==> src/rtl/sram_port_arbiter.sv <==
// Shares one SRAM-like memory port between instruction fetch and data access.
// One transaction in flight: IDLE -> ADDR (addr_ok) -> DATA (data_ok) -> RESP (rvalid pulse).
module sram_port_arbiter #(
  parameter int DATA_PRIO = 1,
  parameter int AW        = 32,
  parameter int DW        = 32
) (
  input  logic          clk,
  input  logic          rst,
  input  logic          inst_req,
  input  logic [AW-1:0] inst_addr,
  output logic [DW-1:0] inst_rdata,
  output logic          inst_rvalid,
  input  logic          data_req,
  input  logic [3:0]    data_wen,
  input  logic [AW-1:0] data_addr,
  input  logic [DW-1:0] data_wdata,
  output logic [DW-1:0] data_rdata,
  output logic          data_rvalid,
  output logic          stallreq_for_if,
  output logic          stallreq_for_mem,
  output logic          mem_req,
  output logic [3:0]    mem_wstrb,
  output logic [AW-1:0] mem_addr,
  output logic [DW-1:0] mem_wdata,
  input  logic          mem_addr_ok,
  input  logic          mem_data_ok,
  input  logic [DW-1:0] mem_rdata,
  output logic          proto_err
);

  typedef enum logic [1:0] {
    IDLE = 2'd0,
    ADDR = 2'd1,
    DATA = 2'd2,
    RESP = 2'd3
  } state_e;

  state_e        state_q, state_d;
  logic          owner_q, owner_d;            // 1 = data port owns the transaction
  logic          last_grant_q, last_grant_d;  // 1 = data was granted last
  logic [AW-1:0] addr_q, addr_d;
  logic [3:0]    wstrb_q, wstrb_d;
  logic [DW-1:0] wdata_q, wdata_d;
  logic [DW-1:0] inst_rdata_q, inst_rdata_d;
  logic [DW-1:0] data_rdata_q, data_rdata_d;
  logic          proto_err_q, proto_err_d;
  logic          any_req;
  logic          grant_data;

  always_comb begin
    any_req = inst_req | data_req;
    if (DATA_PRIO != 0) begin
      grant_data = data_req;
    end else begin
      // Round-robin: on contention the port that did not win last time goes next.
      grant_data = data_req & (~inst_req | ~last_grant_q);
    end
  end

  always_ff @(posedge clk or negedge rst) begin
    if (!rst) begin
      state_q      <= IDLE;
      owner_q      <= 1'b0;
      last_grant_q <= 1'b1;
      addr_q       <= '0;
      wstrb_q      <= '0;
      wdata_q      <= '0;
      inst_rdata_q <= '0;
      data_rdata_q <= '0;
      proto_err_q  <= 1'b0;
    end else begin
      state_q      <= state_d;
      owner_q      <= owner_d;
      last_grant_q <= last_grant_d;
      addr_q       <= addr_d;
      wstrb_q      <= wstrb_d;
      wdata_q      <= wdata_d;
      inst_rdata_q <= inst_rdata_d;
      data_rdata_q <= data_rdata_d;
      proto_err_q  <= proto_err_d;
    end
  end

  always_comb begin
    state_d = state_q;
    case (state_q)
      IDLE:    if (any_req) state_d = ADDR;
      ADDR:    if (mem_addr_ok) state_d = DATA;
      DATA:    if (mem_data_ok) state_d = RESP;
      RESP:    state_d = IDLE;
      default: state_d = IDLE;
    endcase
  end

  always_comb begin
    owner_d      = owner_q;
    last_grant_d = last_grant_q;
    addr_d       = addr_q;
    wstrb_d      = wstrb_q;
    wdata_d      = wdata_q;
    inst_rdata_d = inst_rdata_q;
    data_rdata_d = data_rdata_q;
    if (state_q == IDLE && any_req) begin
      owner_d      = grant_data;
      last_grant_d = grant_data;
      addr_d       = grant_data ? data_addr : inst_addr;
      wstrb_d      = grant_data ? data_wen : 4'b0000;
      wdata_d      = grant_data ? data_wdata : '0;
    end
    // Stores only acknowledge; the owner's last load value is preserved.
    if (state_q == DATA && mem_data_ok && wstrb_q == 4'b0000) begin
      if (owner_q) data_rdata_d = mem_rdata;
      else         inst_rdata_d = mem_rdata;
    end
    proto_err_d = proto_err_q | (mem_data_ok & (state_q != DATA));
  end

  always_comb begin
    mem_req          = (state_q == ADDR);
    inst_rvalid      = (state_q == RESP) & ~owner_q;
    data_rvalid      = (state_q == RESP) & owner_q;
    mem_wstrb        = wstrb_q;
    mem_addr         = addr_q;
    mem_wdata        = wdata_q;
    inst_rdata       = inst_rdata_q;
    data_rdata       = data_rdata_q;
    proto_err        = proto_err_q;
    stallreq_for_if  = inst_req & ~inst_rvalid;
    stallreq_for_mem = data_req & ~data_rvalid;
  end

endmodule

==> config.mk <==
export PLATFORM = sky130hd
export DESIGN_NAME = sram_port_arbiter
export DESIGN_NICKNAME = d
export VERILOG_FILES = /design/src/rtl/sram_port_arbiter.sv
export SDC_FILE = /design/constraint.sdc
export NUM_CORES = 1
export LEC_CHECK = 0
export ABC_AREA = 1
export BUFFER_PORTS_ARGS = -buffer_cell sky130_fd_sc_hd__buf_4
export CORE_MARGIN = 2
export CORE_UTILIZATION = 30
export CTS_BUF_LIST = sky130_fd_sc_hd__clkbuf_16
export CTS_CLUSTER_DIAMETER = 120
export CTS_CLUSTER_SIZE = 12
export DETAILED_ROUTE_END_ITERATION = 16
export PLACE_DENSITY = 0.62
export SLEW_MARGIN = 20
export SYNTH_ARGS = -nofsm -noshare
export SYNTH_HDL_FRONTEND = slang
export SYNTH_SLANG_ARGS = --single-unit
==> constraint.sdc <==
create_clock -name clk -period 1.3 [get_ports clk]
set_input_delay 0.195 -clock clk [delete_from_list [all_inputs] [get_ports clk]]
set_output_delay 0.195 -clock clk [all_outputs]
set_load 0.005 [all_outputs]
==> metrics.yaml <==
port_buffers: 275
post-route-min-period_ps: 1580
status: "finished, violations left"
yosysUniqueCellTypes: 23
cts-htree-levels: 4
violations: "negative setup slack"
yosysTopAreaCellShare_pct: 53.4
drc: 0
synth_nets: 866
synth_top_flop_cell: "dfrtp_1"
die_area_mm2: 0.0224
ant_nets: 0
async_flop_share_pct: 100
yosysTopAreaCell: "dfrtp_1"
start_kind: "flop"
grt_max_degree: 37
cts_root_buf: "clkbuf_16"
hold_viol_final: 0
cts_buffers: 17
synth_edf_count: 0
fmax_mhz: 634
core_mm2: 0.0210
required_ps: 1110
min_path_type: "in -> reg"
worstPathArrival_ps: 1380
clock_path_buffers: 2
vias: 6187
reg2reg_from: "state_q[0]"
grt_pass1_vias: 6122
synth_cells: 722
worst_pin_slew_ps: 320
ys_ff_latch: 136
synth.yosys.seq_area_share_pct: 53.4
wl_per_cell_um: 16.0
tritoncts: "built"
antenna_found_initial: 1
grt_pass1_wl_um: 32400
path_class: "reg -> out"
p_total_mw: 24.8
start_util_pct: 30.4
drive_above_1_share_pct: 52.2
gr-total-overflow: 0
utilization_pct: 51.2
path_clk_slew_ps: 60
first_pass_iters: 5
finalSetupViolCount: 138
p_per_area_mw_per_mm2: 2310
fillers: 1976
ys_top_cells_by_area: "dfrtp_1, nand2_1, o21ai_2"
worstHoldStart: "data_wdata[8]"
pre_cts_ws_ps: -108
ioPinCount: 276
gr-usage-all-layers_pct: 18.7
netlist_area_mm2: 0.00637
syn_to_final_growth_pct: 68.5
endpoint_kind: "output port"
peakVddDrop_mv: 0.859
routed_via_density: 4.63
die_width_um: 150
nets: 1192
p_leak_nw: 5.54
period_share_pct: 121
cts.sinks: 136
rows: 53
startpoint: "state_q[1]"
tns_ps: -25390
clkLatencyLatePin_ps: 410
syn_area_per_cell_um2: 8.82
rsz0062_at_grt: "true"
fin_worst_skew_ps: 8.32
setup_slack_ps: -278
relSlewSlack_pct: 78.7
yosysWarnings: 0
cap_violations: 0
path_max_fanout: 2
slew_violations: 0
drt_iter0_markers: 291
dp_hpwl_um: 14100
die_h_um: 150
routed_wl_um: 21400
gp_congestion: 0.779
report_power, final:
| group | internal, mW | switching [mW] | total (mW) |
|---|---|---|---|
| Clock | 3.02 | 1.95 | 4.97 |
| Sequential | 6.17 | 1.48 | 7.64 |
| Combinational | 6.73 | 5.46 | 12.2 |
metal layers:
| metal | GRT usage [%] | wire length (µm) | up-vias | part of all wire [%] |
|---|---|---|---|---|
| li1 | - | - | 2975 | - |
| met1 | 23.2 | 8860 | 2912 | 41 |
| met2 | 30.6 | 10300 | 272 | 48 |
| met3 | 6.31 | 1860 | 28 | 8.7 |
| met4 | 6.08 | 339 | 0 | 1.6 |
| met5 | 0 | 0 | - | 0 |
cell families (layout without fill, tap and decap cells):
| logic type | count (synthesis) | in the layout | synth area share (%) |
|---|---|---|---|
| adder cells (fa/ha/maj) | 6 | 6 | 1.18 |
| buffers and inverters | 130 | 469 | 10.2 |
| other | 0 | 1 | 0 |
| flip-flops | 136 | 136 | 53.4 |
| AO/OA/AOI/OAI | 71 | 71 | 9.19 |
| AND/OR/NAND/NOR | 379 | 379 | 26.0 |
metrics by stage:
stage	instances	hold slack [ps]	instance area (µm²)
floorplan	722	-101	6440
global placement	1264	93.4	8980
detailed placement	1264	92.9	8980
CTS	1321	1.95	10100
global route	1337	4.06	10700
finish	1337	23.8	10700
state kept, by name (all words and copies together), names as in the netlist:
| name | flops |
|---|---|
| data_rdata | 32 |
| inst_rdata | 32 |
| mem_addr | 32 |
| mem_wdata | 32 |
| mem_wstrb | 4 |
| state_q | 2 |
| owner_q | 1 |
| proto_err | 1 |
layout by cell type, fill, tap and decap left out, types with 21 or more instances in the layout:
master,count
nand3_1,37
nand2_2,60
o21ai_2,60
inv_1,69
buf_6,21
clkbuf_16,24
nand2_4,22
nand4_1,67
buf_12,21
buf_4,296
dfrtp_1,135
nand2_1,184
cells in the mapped netlist (4+ instances only):
cell type / number
buf_2: 22
buf_6: 17
clkbuf_1: 10
dfrtp_1: 136
ha_1: 6
inv_1: 74
inv_2: 4
nand2_1: 266
nand3_1: 38
nand4_1: 67
nor2_1: 4
o21ai_1: 8
o21ai_2: 60
cell type report:
class	instances	area, µm²	share of cell area (%)
sequential	136	3400	31.7
timing repair buffer	359	3360	31.3
multi-input combinational	456	2720	25.4
clock buffer	17	425	3.96
tap	275	344	3.21
inverter	78	300	2.80
clock inverter	15	175	1.63
antenna	1	2.50	0.0233
worst paths after layout:
| check | endpoint | slack (ps) | depth (start not counted) |
|---|---|---|---|
| worst max-delay path | stallreq_for_if | -280 | 6 |
| worst max register to register | inst_rdata[13] | -250 | 10 |
| worst min register to register | proto_err | 480 | 1 |
| min in group asynchronous | inst_rdata[4] | 240 | 2 |
| worst min-delay path | mem_wdata[8] | 20 | 3 |
| max in group asynchronous | inst_rdata[14] | 550 | 3 |
critical path: stages (launching register included):
cell,delay (ps)
dfrtp_2,400
buf_6,120
ha_4,150
inv_2,40
nor2_2,40
nor2_1,90
buf_4,120
what timing repair did:
item,CTS,global route
cloned,10,8
endpoints found under the hold margin,136,0
resized for setup,29,137
setup buffers,14,12
setup endpoints to repair,106,140
pin swaps,15,12
hold buffers,1,0
(Power assumes the default switching activity.)
